$ cat src/rtl/pipe_ctrl.sv
// Pipeline hazard / exception controller: load-use stalls, branch and ERET
// redirects, and a RUN -> FLUSH -> VECTOR exception sequence.
module pipe_ctrl #(
  parameter logic [31:0] EXC_VECTOR   = 32'h0000_0080,
  parameter int unsigned FLUSH_CYCLES = 2,
  parameter int unsigned CNT_W        = 16
) (
  input  logic             clk,
  input  logic             rst_n,
  input  logic [4:0]       id_rs,
  input  logic [4:0]       id_rt,
  input  logic [4:0]       ex_rt,
  input  logic             ex_mem_read,
  input  logic             id_br,
  input  logic [31:0]      id_br_target,
  input  logic             id_exception,
  input  logic [4:0]       id_cause,
  input  logic [31:0]      id_pc,
  input  logic             id_eret,
  input  logic             cnt_clr,
  output logic             hold_pc,
  output logic             hold_if,
  output logic             bubble_id,
  output logic             flush_id,
  output logic             flush_ex,
  output logic             pc_redirect,
  output logic [31:0]      redirect_pc,
  output logic [31:0]      epc,
  output logic [4:0]       cause,
  output logic             exc_active,
  output logic [CNT_W-1:0] stall_count
);

  typedef enum logic [1:0] {RUN, FLUSH, VECTOR} state_t;

  localparam logic [3:0] FC_INIT = 4'(FLUSH_CYCLES - 1);

  state_t           r_state, w_next;
  logic [3:0]       r_fcnt, w_fcnt_next;
  logic [31:0]      r_epc;
  logic [4:0]       r_cause;
  logic [CNT_W-1:0] r_stall;
  logic             w_hazard, w_take_exc, w_stall;

  assign w_hazard   = ex_mem_read & (ex_rt != '0) & ((ex_rt == id_rs) | (ex_rt == id_rt));
  assign w_take_exc = (r_state == RUN) & id_exception;
  assign w_stall    = (r_state == RUN) & ~id_exception & w_hazard;

  assign epc         = r_epc;
  assign cause       = r_cause;
  assign stall_count = r_stall;

  always_comb begin
    w_next      = r_state;
    w_fcnt_next = r_fcnt;
    hold_pc     = 1'b0;
    hold_if     = 1'b0;
    bubble_id   = 1'b0;
    flush_id    = 1'b0;
    flush_ex    = 1'b0;
    pc_redirect = 1'b0;
    redirect_pc = '0;
    exc_active  = (r_state != RUN);
    case (r_state)
      RUN: begin
        if (id_exception) begin
          bubble_id   = 1'b1;
          w_next      = FLUSH;
          w_fcnt_next = FC_INIT;
        end else if (w_hazard) begin
          hold_pc   = 1'b1;
          hold_if   = 1'b1;
          bubble_id = 1'b1;
        end else if (id_eret) begin
          pc_redirect = 1'b1;
          redirect_pc = r_epc;
          flush_id    = 1'b1;
        end else if (id_br) begin
          pc_redirect = 1'b1;
          redirect_pc = id_br_target;
          flush_id    = 1'b1;
        end
      end
      FLUSH: begin
        hold_pc  = 1'b1;
        hold_if  = 1'b1;
        flush_id = 1'b1;
        flush_ex = 1'b1;
        if (r_fcnt == '0) w_next = VECTOR;
        else              w_fcnt_next = r_fcnt - 4'd1;
      end
      VECTOR: begin
        pc_redirect = 1'b1;
        redirect_pc = EXC_VECTOR;
        flush_id    = 1'b1;
        w_next      = RUN;
      end
      default: w_next = RUN;
    endcase
    // Reset must silence outputs even while ID-stage inputs still show a hazard.
    if (!rst_n) begin
      hold_pc     = 1'b0;
      hold_if     = 1'b0;
      bubble_id   = 1'b0;
      flush_id    = 1'b0;
      flush_ex    = 1'b0;
      pc_redirect = 1'b0;
      redirect_pc = '0;
      exc_active  = 1'b0;
    end
  end

  always_ff @(posedge clk or negedge rst_n) begin
    if (!rst_n) begin
      r_state <= RUN;
      r_fcnt  <= '0;
      r_epc   <= '0;
      r_cause <= '0;
      r_stall <= '0;
    end else begin
      r_state <= w_next;
      r_fcnt  <= w_fcnt_next;
      if (w_take_exc) begin
        r_epc   <= id_pc;
        r_cause <= id_cause;
      end
      if (cnt_clr)                    r_stall <= '0;
      else if (w_stall && r_stall != '1) r_stall <= r_stall + CNT_W'(1);
    end
  end

endmodule

$ cat config.mk
export PLATFORM = sky130hd
export DESIGN_NAME = pipe_ctrl
export DESIGN_NICKNAME = d
export VERILOG_FILES = /design/src/rtl/pipe_ctrl.sv
export SDC_FILE = /design/constraint.sdc
export NUM_CORES = 1
export LEC_CHECK = 0
export ABC_AREA = 1
export CAP_MARGIN = 15
export CORE_MARGIN = 10
export CORE_UTILIZATION = 36
export CTS_CLUSTER_SIZE = 10
export DETAILED_ROUTE_END_ITERATION = 8
export PLACE_DENSITY_LB_ADDON = 0.05
export SYNTH_ARGS = -nofsm -noshare
export SYNTH_HDL_FRONTEND = slang
export SYNTH_SLANG_ARGS = --single-unit
$ cat constraint.sdc
create_clock -name clk -period 1.35 [get_ports clk]
set_input_delay 0.135 -clock clk [delete_from_list [all_inputs] [get_ports clk]]
set_output_delay 0.135 -clock clk [all_outputs]
set_load 0.02 [all_outputs]
# Yosys cells after proc, flatten, opt, wreduce, memory -nomap -nowiden

Cells that the tools add are included.

Register bits: 59
Word-level logic and storage cells: 64
Input port bits: 91

Equal/unequal tests: 8
Add/sub/neg operators: 2
Multiplexer cells: 32
Reductions and logical operators: 10
Bitwise gates (word level): 7

Operators with widths:

| cell                    | count |
|---|---|
| $mux W32                | 5 |
| $pmux W32 S2            | 1 |
| $mux W16                | 2 |
| $add A16 B1 Y16 const B | 1 |
| $ne A16 B16 Y1 const B  | 1 |
| $mux W1                 | 15 |
| $eq A5 B5 Y1            | 2 |
| $mux W4                 | 2 |
| $pmux W4 S2             | 1 |
| $ne A2 B2 Y1 const B    | 3 |
| $pmux W1 S2             | 3 |
| $reduce_bool A2 Y1      | 3 |
| $and A1 B1 Y1           | 5 |
| $reduce_bool A5 Y1      | 1 |
| $logic_not A4 Y1        | 1 |
| $mux W2                 | 2 |
| $pmux W2 S2             | 1 |
| $sub A4 B1 Y4 const B   | 1 |
| $reduce_and A3 Y1       | 1 |
| $eq A2 B1 Y1 const B    | 1 |
| $eq A2 B2 Y1 const B    | 1 |
| $logic_not A2 Y1        | 1 |
| $reduce_and A2 Y1       | 1 |
| $reduce_or A2 Y1        | 1 |
| other kinds (3)         | 3 |

# Logic depth before layout (Yosys ltp)

Gate-level depths: netlist (run 1).

Depth after elaboration: 7
Mapped depth: 11
Depth with buffers taken out: 10

# Worst setup path before layout (run 1)

No wires, ideal clock.

Path type: flip-flop to flip-flop
From: reg r_stall[0], in the netlist stall_count[0]
To: reg r_stall[12], in the netlist stall_count[12]
Buffers on the path: 1
Slack: -305 ps
Clock period less this slack: 1655 ps
Arrival: 1537 ps
Cell stages (with the launch flop): 10
Path through: dfrtp_1 ha_1 nand3_2 inv_1 nand4_1 nand4_4 nand2_4 buf_8 nand2_1 nand2_1

Word-level cells in the longest chain between the ends: 3

RTL lines:

| element                                                  | line | text |
|---|---|---|
| start, declared                                          | 42   | `logic [CNT_W-1:0] r_stall;` |
| start signal, assigned                                   | 128  | `else if (w_stall && r_stall != '1) r_stall <= r_stall + CNT_W'(1);` |
| $add A16 B1 Y16 / $ne A16 B16 Y1 (equally long branches) | 128  |  |
| $mux W16 / $logic_and A1 B1 Y1 (equally long branches)   | 128  |  |
| $mux W16 / $reduce_bool A2 Y1 (equally long branches)    | --   |  |

Several ways; a longest one is shown, not always the timed one. The select of a mux whose other input is x is not followed.
A chain may end at the register's enable or synchronous reset.

# Final worst setup path (run 1)

From: reg r_state[1]
To: out redirect_pc[7]

Word-level cells in the longest chain between the ends: 3

RTL lines:

| element                                                 | line | text |
|---|---|---|
| start, declared                                         | 38   | `state_t r_state, w_next;` |
| start signal, assigned                                  | 121  | `r_state <= w_next;` |
| $eq A2 B2 Y1 / $logic_not A2 Y1 (equally long branches) | 64   | `case (r_state)` |
| $pmux W32 S2 *                                          | 64   |  |
| $mux W32 *                                              | 101  | `if (!rst_n) begin` |
| end, declared                                           | 27   | `output logic [31:0] redirect_pc,` |

Every way passes the cells marked *; elsewhere a longest branch is shown, timed or not.

==> flow_summary.yaml, run 1 <==
final_layout:
  final_cell_mix: "nand2_1 (112), buf_4 (90), clkdlybuf4s50_1 (74)"
  final_common_cell: "nand2_1"
  drive_above_1_share: 0.432
  finalNetCount: 886
  area_growth_pct: 118
  fin_util: 0.814
  nFillCells: 623
  diodes: 0
  stdcell_count: 923
clock_tree:
  cts_buffers: 9
  cts_root_buf: "clkbuf_8"
  cts_tree: "yes"
  worstSkewPairLatency_ns: 0.33
  clkSlewWorstSetupHoldPaths_ns: 0.07
  clock_sinks: 59
  ctsHtreeMaxLevel: 3
  clockBufferDepth: 2
power:
  leakage_nw: 3.70
  ir_worst_vdd_mv: 1.16
  powerDensity_mw_per_mm2: 1660
yosys:
  synth_area_per_cell_um2: 7.08
  netlist.area_leader.share: 0.421
  synth_cells: 495
  syn-cell-area_mm2: 0.00350
  syn_nets: 592
  yosys_register_bits: 59
  synth_area_leaders: "dfrtp_1 (42%), nand2_1 (21%), nor2_1 (7.8%)"
  synth_cell_type_count: 28
  yosysSeqAreaShare: 0.421
  yosysTopAreaCell: "dfrtp_1"
  yosysWarnings: 0
global_route:
  gr-total-overflow: 0
  antenna_found_initial: 0
  grtUsageTotal: 0.217
  grt_pass1_vias: 4767
  grt_pass1_wl_mm: 25.2
  grt_max_degree: 55
route:
  drtIter0Drc: 241
  avgRoutedWirePerCell_um: 18.5
  drtPass1Iterations: 5
  highest_layer: "met4"
  met1_length_mm: 6.62
  wl_mm: 17.1
  postRouteAntennaNets: 0
  wl_met3_mm: 1.20
  wl_met2_mm: 8.98
  post-route-drc-count: 0
  dr_total_vias: 4600
  viasPerCell: 4.98
setup_path:
  slowest_delay_ns: 0.41
  critical_path_class: "register to output pin"
  end_kind: "output pin"
  slowest_stage: "dfrtp_1"
  worstRegToRegCells: 11
  critPathLaunchType: "register"
  cp_common_cell: "buf_6"
  required_ns: 1.22
  crit_chain: "inv_2 > ha_4 > inv_2 > nor2_4 > nand3_4 > buf_6 > buf_6 > o21ai_4 > buf_6"
  critPathMaxFanout: 4
  worst-endpoint-arrival_ns: 1.91
floorplan:
  coreArea_mm2: 0.00937
  fp.dieH_um: 119
  die_w_um: 119
  die-area_mm2: 0.0141
  initial_core_util: 0.374
  num_io_pins: 183
  core.rowCount: 35
status:
  run_status: "finished with violations"
  violations: "setup timing"
hold_path:
  min_path_type: "primary input to asynchronous set/reset pin"
placement:
  dpl.cell_count: 874
  hpwl_mm: 10.9
  io_buffers: 182
  gp_congestion: 0.880
sta:
  period_minus_slack_ns: 2.04
  tns_ns: -37.79
  finalCritPeriodShare: 1.51
  max_freq_ghz: 0.490
  setup_slack_ns: -0.693
  hold_viol: 0
  clock_skew_ns: 0.00812
  rsz0062_at_grt: "yes"
  maxSlewViolCount: 0
  worstMarginPinSlew_ns: 0.724
  finalSetupViolCount: 98
  maxSlewHeadroom: 0.518
flow_run:
  drv_cap: 0
-- worst max-delay path, delay by kind of cell, from the launching register on --
| kind | cells | cell delay [ns] |
|---|---|---|
| adders and majority gates | 1 | 0.15 |
| AOI/OAI and AO/OA | 1 | 0.16 |
| DFF | 1 | 0.41 |
| and+or+nand+nor | 2 | 0.29 |
| buffers and inverters | 5 | 0.56 |
-- power by group --
group          total, mW  leakage, nW  internal (mW)  switching (mW)
clock network       1.77        0.108          0.999           0.769
logic               8.06         2.84           3.88            4.18
registers           2.82        0.752           2.39           0.435
total               12.7         3.70           7.27            5.38
-- kinds of logic after synthesis --
kind of cell               share of synthesized area
AOI/OAI and AO/OA                             0.0861
and+or+nand+nor                                0.364
buffers and inverters                         0.0718
xor gates and xnor gates                      0.0350
adders and majority gates                     0.0214
DFF                                            0.421
-- routing by layer --
| metal | global-route usage | vias up |
|---|---|---|
| met5 | 0 | - |
| met4 | 0.0550 | 0 |
| met3 | 0.0609 | 26 |
| met2 | 0.393 | 183 |
| met1 | 0.244 | 2225 |
| li1 | - | 2166 |
-- synth_stat cells --
cell type and n:
nand2_1 196, nor2_1 73, dfrtp_1 59, a22oi_1 32, inv_1 31, nand3_1 30
clkbuf_1 14, xor2_1 9, buf_2 6, ha_1 6, o21ai_0 6, inv_2 5
xnor2_1 5, nor3_1 3, a21oi_1 2, buf_4 2, nand3_2 2, nand4_1 2
o22ai_1 2, or2_2 2, a31o_2 1, buf_8 1, clkinv_1 1, nand2_2 1
nand2_4 1, nand4_4 1, nor2_2 1, nor2_4 1
-- stage by stage --
stage	hold WS (ns)	total power [mW]	cell area, um2	setup WS, ns
2_1_floorplan	-0.161	5.58	3830	-0.121
3_3_place_gp	0.190	8.66	6390	-0.973
5_1_grt	0.168	13.3	7630	-0.808
3_5_place_dp	0.189	8.81	6390	-1.03
6_report	0.130	12.7	7630	-0.693
4_1_cts	0.128	11.6	7270	-0.612
-- sequential cells by signal, summed over array words and instances, names as in the netlist --
name	count
epc	32
stall_count	16
cause	5
r_fcnt	4
r_state	2
-- cell type report --
| class | count | area [um2] | share of cell area |
|---|---|---|---|
| timing repair buffer | 306 | 3090 | 0.405 |
| multi-input combinational | 376 | 2530 | 0.332 |
| sequential | 59 | 1480 | 0.194 |
| clock buffer | 12 | 165 | 0.0216 |
| tap | 129 | 161 | 0.0212 |
| inverter | 37 | 154 | 0.0202 |
| clock inverter | 4 | 47.5 | 0.00623 |
-- path summary, 6_finish.rpt --
| check | from | to | slack, ns |
|---|---|---|---|
| worst max-delay path | r_state[1] | redirect_pc[7] | -0.69 |
| worst min-delay path | rst_n | stall_count[15] | 0.13 |
| worst max register to register | r_state[1] | stall_count[11] | -0.47 |
| worst min register to register | cause[3] | cause[3] | 0.49 |
| max in group asynchronous | rst_n | stall_count[1] | 0.70 |
| min in group clk | id_pc[2] | epc[2] | 0.34 |
-- what timing repair did --
item,4_1_cts,5_1_grt
pin swaps,27,21
endpoints found under the setup margin,148,124
setup buffers,19,10
endpoints found under the hold margin,5,0
cloned,8,4
gates resized for setup,394,129
hold buffers,2,0
Note: power is estimated with default switching activity, not from simulation.
==> inputs of run 2 (changes only) <==
==> constraint.sdc (replaced) <==
create_clock -name clk -period 1.35 [get_ports clk]
set_input_delay 0.2025 -clock clk [delete_from_list [all_inputs] [get_ports clk]]
set_output_delay 0.2025 -clock clk [all_outputs]
set_load 0.02 [all_outputs]
==> run 2 against run 1 <==
  * Highest routed layer unchanged
  * Register-to-register slack better by 0.09 ns
  * Die area did not move
  * Sequential power fell by 2%
  * Worst setup slack lost 0.0036 ns
  * Combinational power decreased by 16%
  * The run still ends with setup timing left
  * Hold slack improved by 0.19 ns
  * Utilization is 6.6 points lower
  * Critical path type unchanged
  * Non-clock buffer count down 13
  * First-iteration DRC count is 5.8% higher
==> flow_summary.yaml, run 2 (synthesis gave the netlist of run 1 again) <==
sta:
  worstMarginPinSlew_ns: 0.768
  finalCritPeriodShare: 1.52
  hold_viol: 0
  fin_hold_ws_ns: 0.317
  finalSetupViolCount: 98
  maxSlewHeadroom: 0.488
  clock_skew_ns: 0.00876
  setup_slack_ns: -0.696
  max_freq_ghz: 0.489
  period_minus_slack_ns: 2.05
  rsz0062_at_grt: "yes"
  maxSlewViolCount: 0
  tns_ns: -34.31
placement:
  gp_congestion: 0.851
  dpl_worst_slack_ns: -1.22
  io_buffers: 182
  dpl.cell_count: 877
  post_dp_cell_area_mm2: 0.00644
  hpwl_mm: 10.8
global_route:
  grt_pass1_vias: 4633
  grt_max_degree: 57
  gr-total-overflow: 0
  grt_pass1_wl_mm: 24.6
  antenna_found_initial: 0
  grtUsageTotal: 0.213
route:
  drtIter0Drc: 255
  drtPass1Iterations: 4
  dr_total_vias: 4402
  postRouteAntennaNets: 0
  post-route-drc-count: 0
  avgRoutedWirePerCell_um: 17.1
  wl_mm: 15.5
  viasPerCell: 4.84
power:
  sw_frac_of_total: 0.415
  p_switching_mw: 4.73
  p_total_mw: 11.4
  power_frac_seq: 0.242
  powerDensity_mw_per_mm2: 1630
  p_int_mw: 6.68
  leakage_nw: 3.50
  ir_worst_vdd_mv: 1.25
  clock_power_share: 0.165
  p_comb_frac: 0.594
final_layout:
  final_cell_mix: "nand2_1 (165), buf_4 (87), clkdlybuf4s50_1 (74)"
  final_common_cell: "nand2_1"
  area_growth_pct: 100
  finalNetCount: 873
  nFillCells: 731
  finalInstanceArea_mm2: 0.00702
  fin_util: 0.749
  diodes: 0
  drive_above_1_share: 0.411
  stdcell_count: 910
  largest_register_ffs: 32
setup_path:
  startpoint: "r_state[0]"
  critPathLaunchType: "register"
  worst-endpoint-arrival_ns: 1.84
  rr_startpoint: "r_state[0]"
  critPathMaxFanout: 8
  critical_path_class: "register to output pin"
  required_ns: 1.15
  end_kind: "output pin"
clock_tree:
  clockBufferDepth: 2
  ctsHtreeMaxLevel: 3
  clock_sinks: 59
  clkSlewWorstSetupHoldPaths_ns: 0.07
  worstSkewPairLatency_ns: 0.35
  cts_tree: "yes"
  cts_root_buf: "clkbuf_8"
  cts_buffers: 9
floorplan:
  core.rowCount: 35
  fp.dieH_um: 119
  die_w_um: 119
  initial_core_util: 0.374
  num_io_pins: 183
  die-area_mm2: 0.0141
  coreArea_mm2: 0.00937
hold_path:
  min_path_type: "primary input to asynchronous set/reset pin"
status:
  run_status: "finished with violations"
  violations: "setup timing"
flow_run:
  drv_cap: 0
run 2: cell count changes in the layout (fill, tap and decap cells not counted), moves of 3 or more:
cell	delta
dlygate4sd2_1	-17
nand2_1	+53
buf_16	-5
buf_4	-3
clkdlybuf4s15_2	+3
nand2_4	-22
clkdlybuf4s15_1	-24
buf_6	-3
nand2_2	-31
buf_2	+35
clkbuf_2	+3
run 2: final timing paths:
| check | end | cells past startpoint | slack [ns] |
|---|---|---|---|
| worst max-delay path | redirect_pc[16] | 8 | -0.70 |
| max in group asynchronous | stall_count[1] | 3 | 0.46 |
| worst min-delay path | r_state[1] | 3 | 0.32 |
| worst min register to register | cause[1] | 2 | 0.48 |
| worst max register to register | stall_count[0] | 11 | -0.38 |
| min in group clk | epc[7] | 3 | 0.39 |
run 2: area by class of cell:
class | count | area, um2 | share of cell area
timing repair buffer | 293 | 2700 | 0.385
clock buffer | 11 | 151 | 0.0216
clock inverter | 5 | 75.1 | 0.0107
tap | 129 | 161 | 0.0230
inverter | 37 | 154 | 0.0219
sequential | 59 | 1480 | 0.211
multi-input combinational | 376 | 2290 | 0.327
run 2: layer usage:
layer	routed length (um)	track usage	up-vias
met4	312	0.0634	0
li1	-	-	2134
met3	1250	0.0704	27
met2	7850	0.369	162
met5	0	0	-
met1	6130	0.243	2079
run 2: power by group through the flow:
stage	Combinational (mW)	Clock [mW]	Sequential (mW)
floorplan	2.09	0	3.50
finish	6.77	1.88	2.76
global placement	5.94	0	2.76
detailed placement	6.04	0	2.77
CTS	6.94	1.89	2.75
global route	7.26	2.00	2.83
run 2: repair_timing:
item | 4_1_cts | 5_1_grt
cloned | 5 | 0
endpoints found under the setup margin | 141 | 132
buffers inserted | 12 | 4
gates resized for setup | 466 | 58
hold buffers | 2 | 0
hold endpoints to repair | 3 | 0
pin swaps | 24 | 12
run 2: worst max-delay path, stage by stage, from the launching register on:
cell and delay (ns):
dfrtp_1 0.41, inv_2 0.09, ha_4 0.14, inv_2 0.04, nor2_4 0.12, nand3_4 0.23
buf_12 0.24, nor2_4 0.11, buf_6 0.12
==> inputs of run 3 (changes only) <==
--- a/config.mk
+++ b/config.mk
@@ -12,6 +12,7 @@
 export CTS_CLUSTER_SIZE = 10
 export DETAILED_ROUTE_END_ITERATION = 8
 export PLACE_DENSITY_LB_ADDON = 0.05
+export REMOVE_ABC_BUFFERS = 1
 export SYNTH_ARGS = -nofsm -noshare
 export SYNTH_HDL_FRONTEND = slang
 export SYNTH_SLANG_ARGS = --single-unit
==> run 3 against run 2 <==
  * The run still ends with setup timing left
  * Worst setup slack worse by 0.011 ns
  * Flip-flop and latch count unchanged
  * Hold slack worse by 0.10 ns
  * Via count up 0.75%
  * Global-route usage is 0.33 points higher
  * Fmax down 0.53%
  * Critical path depth is the same
  * Sequential share of layout area fell by 0.42 points
  * First-iteration DRC count rose by 10%
  * Clock power fell by 21%
  * Power is 0.93% higher
  * Register-to-register slack got worse by 0.11 ns
  * Largest cell class unchanged
==> flow_summary.yaml, run 3 (synthesis gave the netlist of run 1 again) <==
global_route:
  grt_pass1_wl_mm: 24.9
  grtUsageTotal: 0.216
  grt_pass1_vias: 4763
  antenna_found_initial: 0
  gr-total-overflow: 0
  grt_max_degree: 50
route:
  post-route-drc-count: 0
  drtIter0Drc: 281
  postRouteAntennaNets: 0
  viasPerCell: 4.85
  wl_mm: 15.8
  avgRoutedWirePerCell_um: 17.3
  dr_total_vias: 4435
  drtPass1Iterations: 4
floorplan:
  num_io_pins: 183
  initial_core_util: 0.374
  die-area_mm2: 0.0141
  fp.dieH_um: 119
  coreArea_mm2: 0.00937
  die_w_um: 119
  core.rowCount: 35
setup_path:
  worst-endpoint-arrival_ns: 1.85
  slowest_delay_ns: 0.39
  required_ns: 1.15
  cp.buffers_inverters: 4
  crit_chain: "inv_2 > ha_4 > inv_2 > nor2_4 > nand3_4 > clkbuf_16 > nor2_2 > buf_6"
  path_delay_family: "buffers and inverters"
  critPathLaunchType: "register"
  slowest_stage: "dfrtp_1"
  critical_path_class: "register to output pin"
  end_kind: "output pin"
  cp_common_cell: "inv_2"
  critPathMaxFanout: 7
clock_tree:
  ctsHtreeMaxLevel: 3
  cts_buffers: 9
  cts_root_buf: "clkbuf_8"
  cts_tree: "yes"
  clockBufferDepth: 2
  clock_sinks: 59
  worstSkewPairLatency_ns: 0.33
  clkSlewWorstSetupHoldPaths_ns: 0.07
final_layout:
  fin_util: 0.763
  stdcell_count: 914
  area_growth_pct: 104
  diodes: 0
  drive_above_1_share: 0.422
  largest_register_ffs: 32
  final_cell_mix: "nand2_1 (158), buf_4 (89), clkdlybuf4s50_1 (74)"
  finalNetCount: 878
  nFillCells: 688
  final_common_cell: "nand2_1"
placement:
  hpwl_mm: 10.5
  gp_congestion: 0.864
  io_buffers: 182
  dpl_worst_slack_ns: -1.11
  dpl.cell_count: 874
sta:
  max_freq_ghz: 0.486
  clock_skew_ns: 0.0133
  maxSlewViolCount: 0
  maxSlewHeadroom: 0.568
  hold_viol: 0
  finalCritPeriodShare: 1.52
  worstMarginPinSlew_ns: 0.649
  period_minus_slack_ns: 2.06
  rsz0062_at_grt: "yes"
  setup_slack_ns: -0.707
  finalSetupViolCount: 98
power:
  powerDensity_mw_per_mm2: 1610
  leakage_nw: 3.54
  ir_worst_vdd_mv: 0.910
  p_total_mw: 11.5
status:
  violations: "setup timing"
  run_status: "finished with violations"
flow_run:
  drv_cap: 0
hold_path:
  min_path_type: "primary input to asynchronous set/reset pin"
## run 3: changes by cell type in the layout (fill, tap and decap cells not counted), sizes merged, moves of 2 or more
cell           before  now
clkbuf             19   25
buf               183  176
bufinv              2    0
clkdlybuf4s15       7   24
dlygate4sd2        18   11
## run 3: worst paths after layout
check / startpoint / end / slack (ns) / cells after the start
worst min register to register: cause[3] / cause[3] / 0.48 / 2
worst max-delay path: r_state[0] / redirect_pc[29] / -0.71 / 8
max in group asynchronous: rst_n / epc[4] / 0.46 / 3
min in group clk: id_cause[4] / cause[4] / 0.41 / 3
worst max register to register: r_state[0] / stall_count[13] / -0.49 / 12
worst min-delay path: rst_n / r_fcnt[3] / 0.21 / 3
## run 3: through the flow
step	setup TNS (ns)	area, um2	hold slack (ns)
floorplan	-49.90	3390	-0.0931
global placement	-54.14	6130	0.205
detailed placement	-56.74	6130	0.209
CTS	-44.49	7150	0.214
global route	-45.91	7150	0.274
finish	-38.52	7150	0.215
## run 3: report_power, final
part	switching, mW	internal (mW)
clock network	0.691	0.802
logic	3.71	3.55
registers	0.370	2.39
## run 3: final cells by class
class | count | area (um2) | share of cell area
repair buffers | 298 | 2930 | 0.409
multi-input cells | 376 | 2250 | 0.315
flip-flops and latches | 59 | 1480 | 0.207
clock buffers | 13 | 169 | 0.0236
well taps | 129 | 161 | 0.0226
inverters | 37 | 151 | 0.0212
clock inverters | 2 | 10.0 | 0.00140
## run 3: layer usage
metal,global-route usage,routed length [um],vias to the layer above
met3,0.0633,1330,33
met2,0.364,7940,176
met5,0,0,-
met1,0.246,6080,2082
li1,-,-,2144
met4,0.102,461,0
## run 3: worst register-to-register path: stages (launching register included)
cell and delay (ns):
dfrtp_1 0.39, inv_2 0.08, ha_4 0.14, inv_2 0.05
nor2_4 0.15, buf_4 0.13, buf_4 0.12, buf_6 0.10
buf_6 0.12, nand4_4 0.14, buf_12 0.18, nand3_1 0.07
nand2_1 0.06
## run 3: what timing repair did
item	in CTS	in global routing
setup endpoints to repair	151	122
cloned	9	1
hold buffers	1	0
buffers inserted	19	4
gates resized for setup	544	61
endpoints found under the hold margin	10	0
pin swaps	45	8
